File: src/rtl/retire_trace_buf.sv
// Retirement-trace capture: packs each retiring event into a FWFT FIFO drained over valid/ready.
// Head data visible 1 cycle after push; a push into a full FIFO without a pop is dropped and flagged.
module retire_trace_buf #(
  parameter int DEPTH      = 16,
  parameter int MAX_CYCLES = 100000,
  parameter int CNT_W      = 32
) (
  input  logic             clk,
  input  logic             rst_n,
  input  logic [15:0]      pc,
  input  logic             reg_write,
  input  logic [3:0]       write_reg,
  input  logic [15:0]      write_data,
  input  logic             mem_read,
  input  logic             mem_write,
  input  logic [15:0]      mem_addr,
  input  logic [15:0]      mem_store_data,
  input  logic [15:0]      mem_load_data,
  input  logic             halt,
  output logic             rd_valid,
  input  logic             rd_ready,
  output logic [3:0]       rd_flags,
  output logic [15:0]      rd_pc,
  output logic [3:0]       rd_reg,
  output logic [15:0]      rd_reg_data,
  output logic [15:0]      rd_addr,
  output logic [15:0]      rd_mem_data,
  output logic             overflow,
  output logic [CNT_W-1:0] inst_count,
  output logic [CNT_W-1:0] cycle_count,
  output logic             done,
  output logic             timeout
);

  localparam int AW = $clog2(DEPTH);
  localparam logic [CNT_W-1:0] CYC_LIMIT = CNT_W'(MAX_CYCLES);
  localparam logic [CNT_W-1:0] INST_SAT  = {CNT_W{1'b1}};

  typedef struct packed {
    logic [3:0]  flags;
    logic [15:0] pc;
    logic [3:0]  rd;
    logic [15:0] reg_data;
    logic [15:0] addr;
    logic [15:0] mem_data;
  } entry_t;

  typedef enum logic [1:0] {S_RUN, S_DRAIN, S_DONE, S_TIMEOUT} state_t;

  state_t           state_q, state_d;
  logic [AW:0]      wr_ptr_q, wr_ptr_d;
  logic [AW:0]      rd_ptr_q, rd_ptr_d;
  logic             overflow_q, overflow_d;
  logic [CNT_W-1:0] inst_q, inst_d;
  logic [CNT_W-1:0] cyc_q, cyc_d;
  entry_t           mem_q [DEPTH];

  entry_t in_entry;
  entry_t head;
  logic   capture;
  logic   event_vld;
  logic   fifo_empty;
  logic   fifo_full;
  logic   pop;
  logic   push;
  logic   drop;

  always_comb begin
    in_entry.flags    = {halt, mem_write, mem_read, reg_write};
    in_entry.pc       = pc;
    in_entry.rd       = write_reg;
    in_entry.reg_data = write_data;
    in_entry.addr     = mem_addr;
    in_entry.mem_data = mem_write ? mem_store_data : mem_load_data;
  end

  assign capture    = (state_q == S_RUN);
  assign event_vld  = capture & (reg_write | mem_read | mem_write | halt);
  assign fifo_empty = (wr_ptr_q == rd_ptr_q);
  assign fifo_full  = (wr_ptr_q[AW] != rd_ptr_q[AW]) &&
                      (wr_ptr_q[AW-1:0] == rd_ptr_q[AW-1:0]);
  assign pop        = !fifo_empty & rd_ready;
  // A pop in the same cycle frees the slot, so a full FIFO can still accept.
  assign push       = event_vld & (!fifo_full | pop);
  assign drop       = event_vld & fifo_full & !pop;

  always_comb begin
    wr_ptr_d   = push ? wr_ptr_q + 1'b1 : wr_ptr_q;
    rd_ptr_d   = pop  ? rd_ptr_q + 1'b1 : rd_ptr_q;
    overflow_d = overflow_q | drop;
    cyc_d      = cyc_q;
    inst_d     = inst_q;
    if (capture && cyc_q != CYC_LIMIT) begin
      cyc_d = cyc_q + 1'b1;
    end
    if (capture && (halt | reg_write | mem_write) && inst_q != INST_SAT) begin
      inst_d = inst_q + 1'b1;
    end
  end

  always_ff @(posedge clk) begin
    if (!rst_n) begin
      wr_ptr_q   <= '0;
      rd_ptr_q   <= '0;
      overflow_q <= 1'b0;
      inst_q     <= '0;
      cyc_q      <= '0;
    end else begin
      wr_ptr_q   <= wr_ptr_d;
      rd_ptr_q   <= rd_ptr_d;
      overflow_q <= overflow_d;
      inst_q     <= inst_d;
      cyc_q      <= cyc_d;
    end
  end

  // Storage needs no reset: the pointers alone decide what is valid.
  always_ff @(posedge clk) begin
    if (push) begin
      mem_q[wr_ptr_q[AW-1:0]] <= in_entry;
    end
  end

  always_ff @(posedge clk) begin
    if (!rst_n) begin
      state_q <= S_RUN;
    end else begin
      state_q <= state_d;
    end
  end

  // Watchdog expiry is checked before halt so TIMEOUT wins a tie.
  always_comb begin
    state_d = state_q;
    case (state_q)
      S_RUN: begin
        if (cyc_d == CYC_LIMIT) begin
          state_d = S_TIMEOUT;
        end else if (event_vld && halt) begin
          state_d = S_DRAIN;
        end
      end
      S_DRAIN: begin
        if (fifo_empty) begin
          state_d = S_DONE;
        end
      end
      S_DONE:    state_d = S_DONE;
      S_TIMEOUT: state_d = S_TIMEOUT;
      default:   state_d = S_RUN;
    endcase
  end

  always_comb begin
    done    = (state_q == S_DONE);
    timeout = (state_q == S_TIMEOUT);
  end

  always_comb begin
    head = fifo_empty ? '0 : mem_q[rd_ptr_q[AW-1:0]];
  end

  assign rd_valid    = !fifo_empty;
  assign rd_flags    = head.flags;
  assign rd_pc       = head.pc;
  assign rd_reg      = head.rd;
  assign rd_reg_data = head.reg_data;
  assign rd_addr     = head.addr;
  assign rd_mem_data = head.mem_data;
  assign overflow    = overflow_q;
  assign inst_count  = inst_q;
  assign cycle_count = cyc_q;

endmodule

File: config.mk
export PLATFORM = sky130hd
export DESIGN_NAME = retire_trace_buf
export DESIGN_NICKNAME = d
export VERILOG_FILES = /design/src/rtl/retire_trace_buf.sv
export SDC_FILE = /design/constraint.sdc
export NUM_CORES = 1
export LEC_CHECK = 0
export ABC_AREA = 1
export BUFFER_PORTS_ARGS = -buffer_cell sky130_fd_sc_hd__buf_2
export CORE_MARGIN = 3
export CORE_UTILIZATION = 45
export CTS_CLUSTER_DIAMETER = 150
export DETAILED_ROUTE_END_ITERATION = 12
export HOLD_SLACK_MARGIN = 0.12
export SYNTH_ARGS = -nofsm -noshare
export SYNTH_HDL_FRONTEND = slang
export SYNTH_SLANG_ARGS = --single-unit
export TNS_END_PERCENT = 20
File: constraint.sdc
create_clock -name clk -period 7.3 [get_ports clk]
set_input_delay 1.095 -clock clk [delete_from_list [all_inputs] [get_ports clk]]
set_output_delay 1.095 -clock clk [all_outputs]
set_load 0.005 [all_outputs]
# Word-level counts from Yosys, hierarchy flattened
# Memory sizes are Yosys's and may differ from the RTL's. A register that Yosys moved wholly into a read port is not among the register bits.
# Cells that the tools add are included.
# Widths: inputs -> output; s select.
# word_totals
reg_bits	77
latch_bits	0
ram_bits	1152
rom_bits	0
in_bits	91
out_inout_bits	140
word_cells	55
mem_count	1
# op_classes
n_addsub	4
mul	0
n_div	0
order_cmp	0
eq_ne	11
shifts	0
muxes	11
bitwise_logic	12
reduce_logical	10
# mem_list
memory	words	width	rd	rd_ports_with_merged_regs	wr	line_no	text
mem_q	16	72	1	1	1	56	entry_t mem_q [DEPTH];
# op_table
cell	n
$mux 72	1
$add 32x1->32 const B	2
$eq 32x17->1 const B	1
$mux 32	1
$ne 32x17->1 const B	1
$ne 32x32->1 const B	1
$mux 16	1
$add 5x1->5 const B	2
$mux 4	2
$pmux 2 s4	1
$or 1x1->1	7
$mux 2	3
$and 1x1->1	5
$eq 5x5->1	1
$logic_and 1x1->1	5
$eq 2x2->1 const B	2
$eq 4x4->1	1
$logic_not 1->1	3
$ne 3x1->1 const B	1
$eq 2x1->1 const B	1
$logic_not 2->1	1
$mux 1	2
$ne 2x2->1 const B	1
$reduce_and 2->1	1
$ne 1x1->1	1

# Depth between registers and ports, before layout
# depth
depth_word	8
ltp_mapped	22
depth_no_buf	20

# Least setup slack after synthesis
# No wires, ideal clock.
# synth_timing
kind	input port to flip-flop
from	input port mem_write
to	memory mem_q[11][0] (netlist bit), enable pin
setup_time_ps	502
t_arrival_ps	4988
t_required_ps	6798
slack_ps	1809
path_stages	9
n_path_buf	1
path_cell_list	clkbuf_1 -> o31ai_1 -> inv_1 -> a21oi_1 -> inv_1 -> nand2_1 -> nor2_1 -> nand2_1 -> nor2_1
# synth_between
elab_chain_len	6
# synth_lines
item	line_no	text
from (decl)	15	input logic mem_write,
$or 1x1->1 (2 in a row)	78	assign event_vld = capture & (reg_write | mem_read | mem_write | halt);
$and 1x1->1	78	
$and 1x1->1	84	assign push = event_vld & (!fifo_full | pop);
$mux 1	119	if (push) begin
$mux 1 (not written as such)	120	mem_q[wr_ptr_q[AW-1:0]] <= in_entry;
to (decl)	56	
# Every way passes these cells.

==> impl_results.md <==
* Fin cells at 5701
* RSZ-0062 raised after global routing: false
* Synth Area in Adders at 0.328%
* Vias in the first global route at 31400
* Post-Place Cells at 5471
* Synthesized Nets at 4092
* Setup Fix Bufs, Post-CTS at 0
* Post-synth top area cell: edfxtp_1
* Synth warnings at 0
* Total setup violations reported at the end of the flow at 0
* Slowest Stage Delay on Critical Path at 0.75 ns
* H-tree depth at 4
* Count of cell types in the netlist at 42
* Critical Path Fanout Max at 152
* Crit path kind: register to primary output
* CTS clk-pin slew, worst paths at 0.06 ns
* Antenna violations before repair at 12
* CTS root buffer: clkbuf_16
* Hold buffers post-CTS at 0
* Critical path's slowest cell: inv_8
* Number of buffers created by CTS at 132
* Die Height at 338 microns
* Area delta synth->final at 13.6%
* CP endpoint kind: primary output
* Crit share post-route at 70.6%
* Final GP Congestion at 0.893
* Post_cts resized at 0
* Final instance area at 56400 sq um
* Core area at 109000 sq um
* Synth Area in Compound Gates at 13.2%
* Static leakage at 18.5 nW
* Worst Max-Slew Pin Slew at 1.23 ns
* Layout cells sized above 1 at 12.0%
* Multi-input gate area at 12100 sq um
* Drt wl/cell at 23.0 microns
* GRT Util Overall at 22.8%
* Post-synthesis average cell area at 12.4 sq um
* Sequence of cells on the critical path: inv_8 -> buf_4 -> o21ai_0 -> o22ai_1 -> o211ai_1 -> a21oi_1 -> buf_2
* Sequential cell area at 36200 sq um
* Final hold vios at 0
* Worst R2R Path Depth at 11
* Top-area cell type share of the netlist area at 69.7%
* Syn Inst Count at 3988
* Detailed Route WL at 131000 microns
* Critical path depth at 7
* Iter 0 DRT Violations at 3132
* Effective utilization at floorplan at 45.5%
* Post-synthesis simple-gate area fraction at 10.2%
* Hold WC Path Type: register to register
* Total of max-cap violations at 0
* Reg-to-Reg Start: wr_ptr_q[3]$_SDFFE_PN0P_
* First-pass GRT wire length at 196000 microns
* DP Area at 52300 sq um
* Residual DRC at 0
* Worst Clk Skew at 0.0208 ns
* Final core occ at 51.6%
* Post-Synth XOR/XNOR Area at 0.335%
* Clock Tree Buf Depth at 3
* Layout Nets at 4233
* Via count at 32600
* Worst IR drop on VDD at 297 uV
* Seq/Total Area, Yosys at 73.0%
* Worst hold start: inst_count[4]$_SDFFE_PN0P_
* # fillers at 9257
* Worst slew margin at 18.2%
* Clk sink count at 1233
* Grt ovf at 0
* CP required at 6.20 ns
* #FFs+latches synth at 1233
* Die Wd at 338 microns
* Main combinational cell family by area after synthesis: compound AO/OA/AOI/OAI gates
* Mux contribution to synthesized area at 0%
* Status: finished clean
* Power Density at 368 nW/um^2
* Largest cells by area after synthesis: edfxtp_1 (70%), o21ai_0 (6.0%), nor2_1 (5.6%)
* Largest net degree at the start of global routing at 171
* Row count at 121
* I/O pin cnt at 231
* Pre-CTS setup slack at 2.70 ns
* Netlist Area Pre-Place at 49600 sq um
* DRT antenna net count at 0
* Die area at 114000 sq um
* Final worst setup slack at 2.15 ns
* # port buffers at 230
* WHS Path Cells at 2
* Clock insertion delay at the later pin of the skew report at 0.73 ns
* Hpwl dp at 67200 microns
* CP Launch Type: register
* CP top delay family: buffers and inverters
* Most frequent cells in the layout: edfxtp_1 (1152), nor2_1 (722), o21ai_0 (597)
* Tmin final at 5.15 ns
* Post-DR vias/cell at 5.72
* Arr. time, crit path at 4.06 ns
* Slew Viols, Final at 0
* Setup TNS at 0 ns
* CP Buf/Inv Count at 3
* Most common cell after layout, fill and taps aside: edfxtp_1
* Fmax at 194 MHz
* CTS tree: done
* Drt pass-1 iters at 5
[tightest hold or removal path: stages (launching register included)]
cell and delay (ns):
dfxtp_1 0.32, inv_1 0.06, a21oi_1 0.05
[logic make-up (layout without fill, tap and decap cells)]
kind of cell,count (synthesis),after routing
adders and majority gates,13,13
other,0,4
buffers and inverters,375,608
AOI/OAI and AO/OA,1090,1090
and+or+nand+nor,1258,1258
DFF,1233,1233
xor gates and xnor gates,19,19
[layer usage]
layer / global-route usage, % / routed length [microns]
met2: 35.7 / 60800
met1: 31.8 / 56900
met5: 0 / 46
met4: 7.98 / 4100
met3: 4.55 / 9160
[through the flow]
stage               hold slack, ns  power [mW]
detailed placement           0.475        14.6
CTS                          0.488        20.9
finish                       0.481        20.7
global route                 0.523        21.8
global placement             0.465        14.5
floorplan                    0.463        12.2
[state kept, by name (all words and copies together), names as in the netlist, named ones only]
name         count
inst_count      32
cycle_count     32
rd_ptr_q         5
wr_ptr_q         5
state_q          2
mem_q         1152
overflow         1
[where the power goes]
group / switching [mW] / total (mW) / internal (mW) / leakage, nW
Clock: 2.67 / 6.36 / 3.69 / 1.98
Combinational: 4.09 / 5.70 / 1.61 / 5.39
Sequential: 0.291 / 8.66 / 8.37 / 11.1
[path summary, 6_finish.rpt]
kind,slack [ns],end
setup / recovery,2.15,rd_reg[0]
hold / removal,0.48,inst_count[4]$_SDFFE_PN0P_
setup reg to reg,3.26,mem_q[14][40]$_DFFE_PP_
hold reg to reg,0.48,inst_count[4]$_SDFFE_PN0P_
[synth_stat cells, drive strengths merged]
cell and count:
a211oi 2, o221ai 206, xnor2 8, ha 13
a31oi 2, nand3b 6, o21bai 1, o211ai 82
nor3 18, edfxtp 1152, nor3b 3, nand3 107
xor2 11, nor4 1, o21ba 1, and3 1
or2 1, nor2 756, clkinv 1, o21a 3
inv 109, buf 42, o22ai 82, o31ai 1
a21oi 110, clkbuf 223, nand2 349, o21ai 600
nand4 16, dfxtp 81
[final cells by class]
class	count	share of cell area, %
well taps	1476	3.28
diodes	4	0.0178
clock inverters	60	0.974
repair buffers	272	3.00
clock buffers	166	6.24
flip-flops and latches	1233	64.3
inverters	110	0.768
multi-input cells	2380	21.4
(Power assumes the default switching activity.)
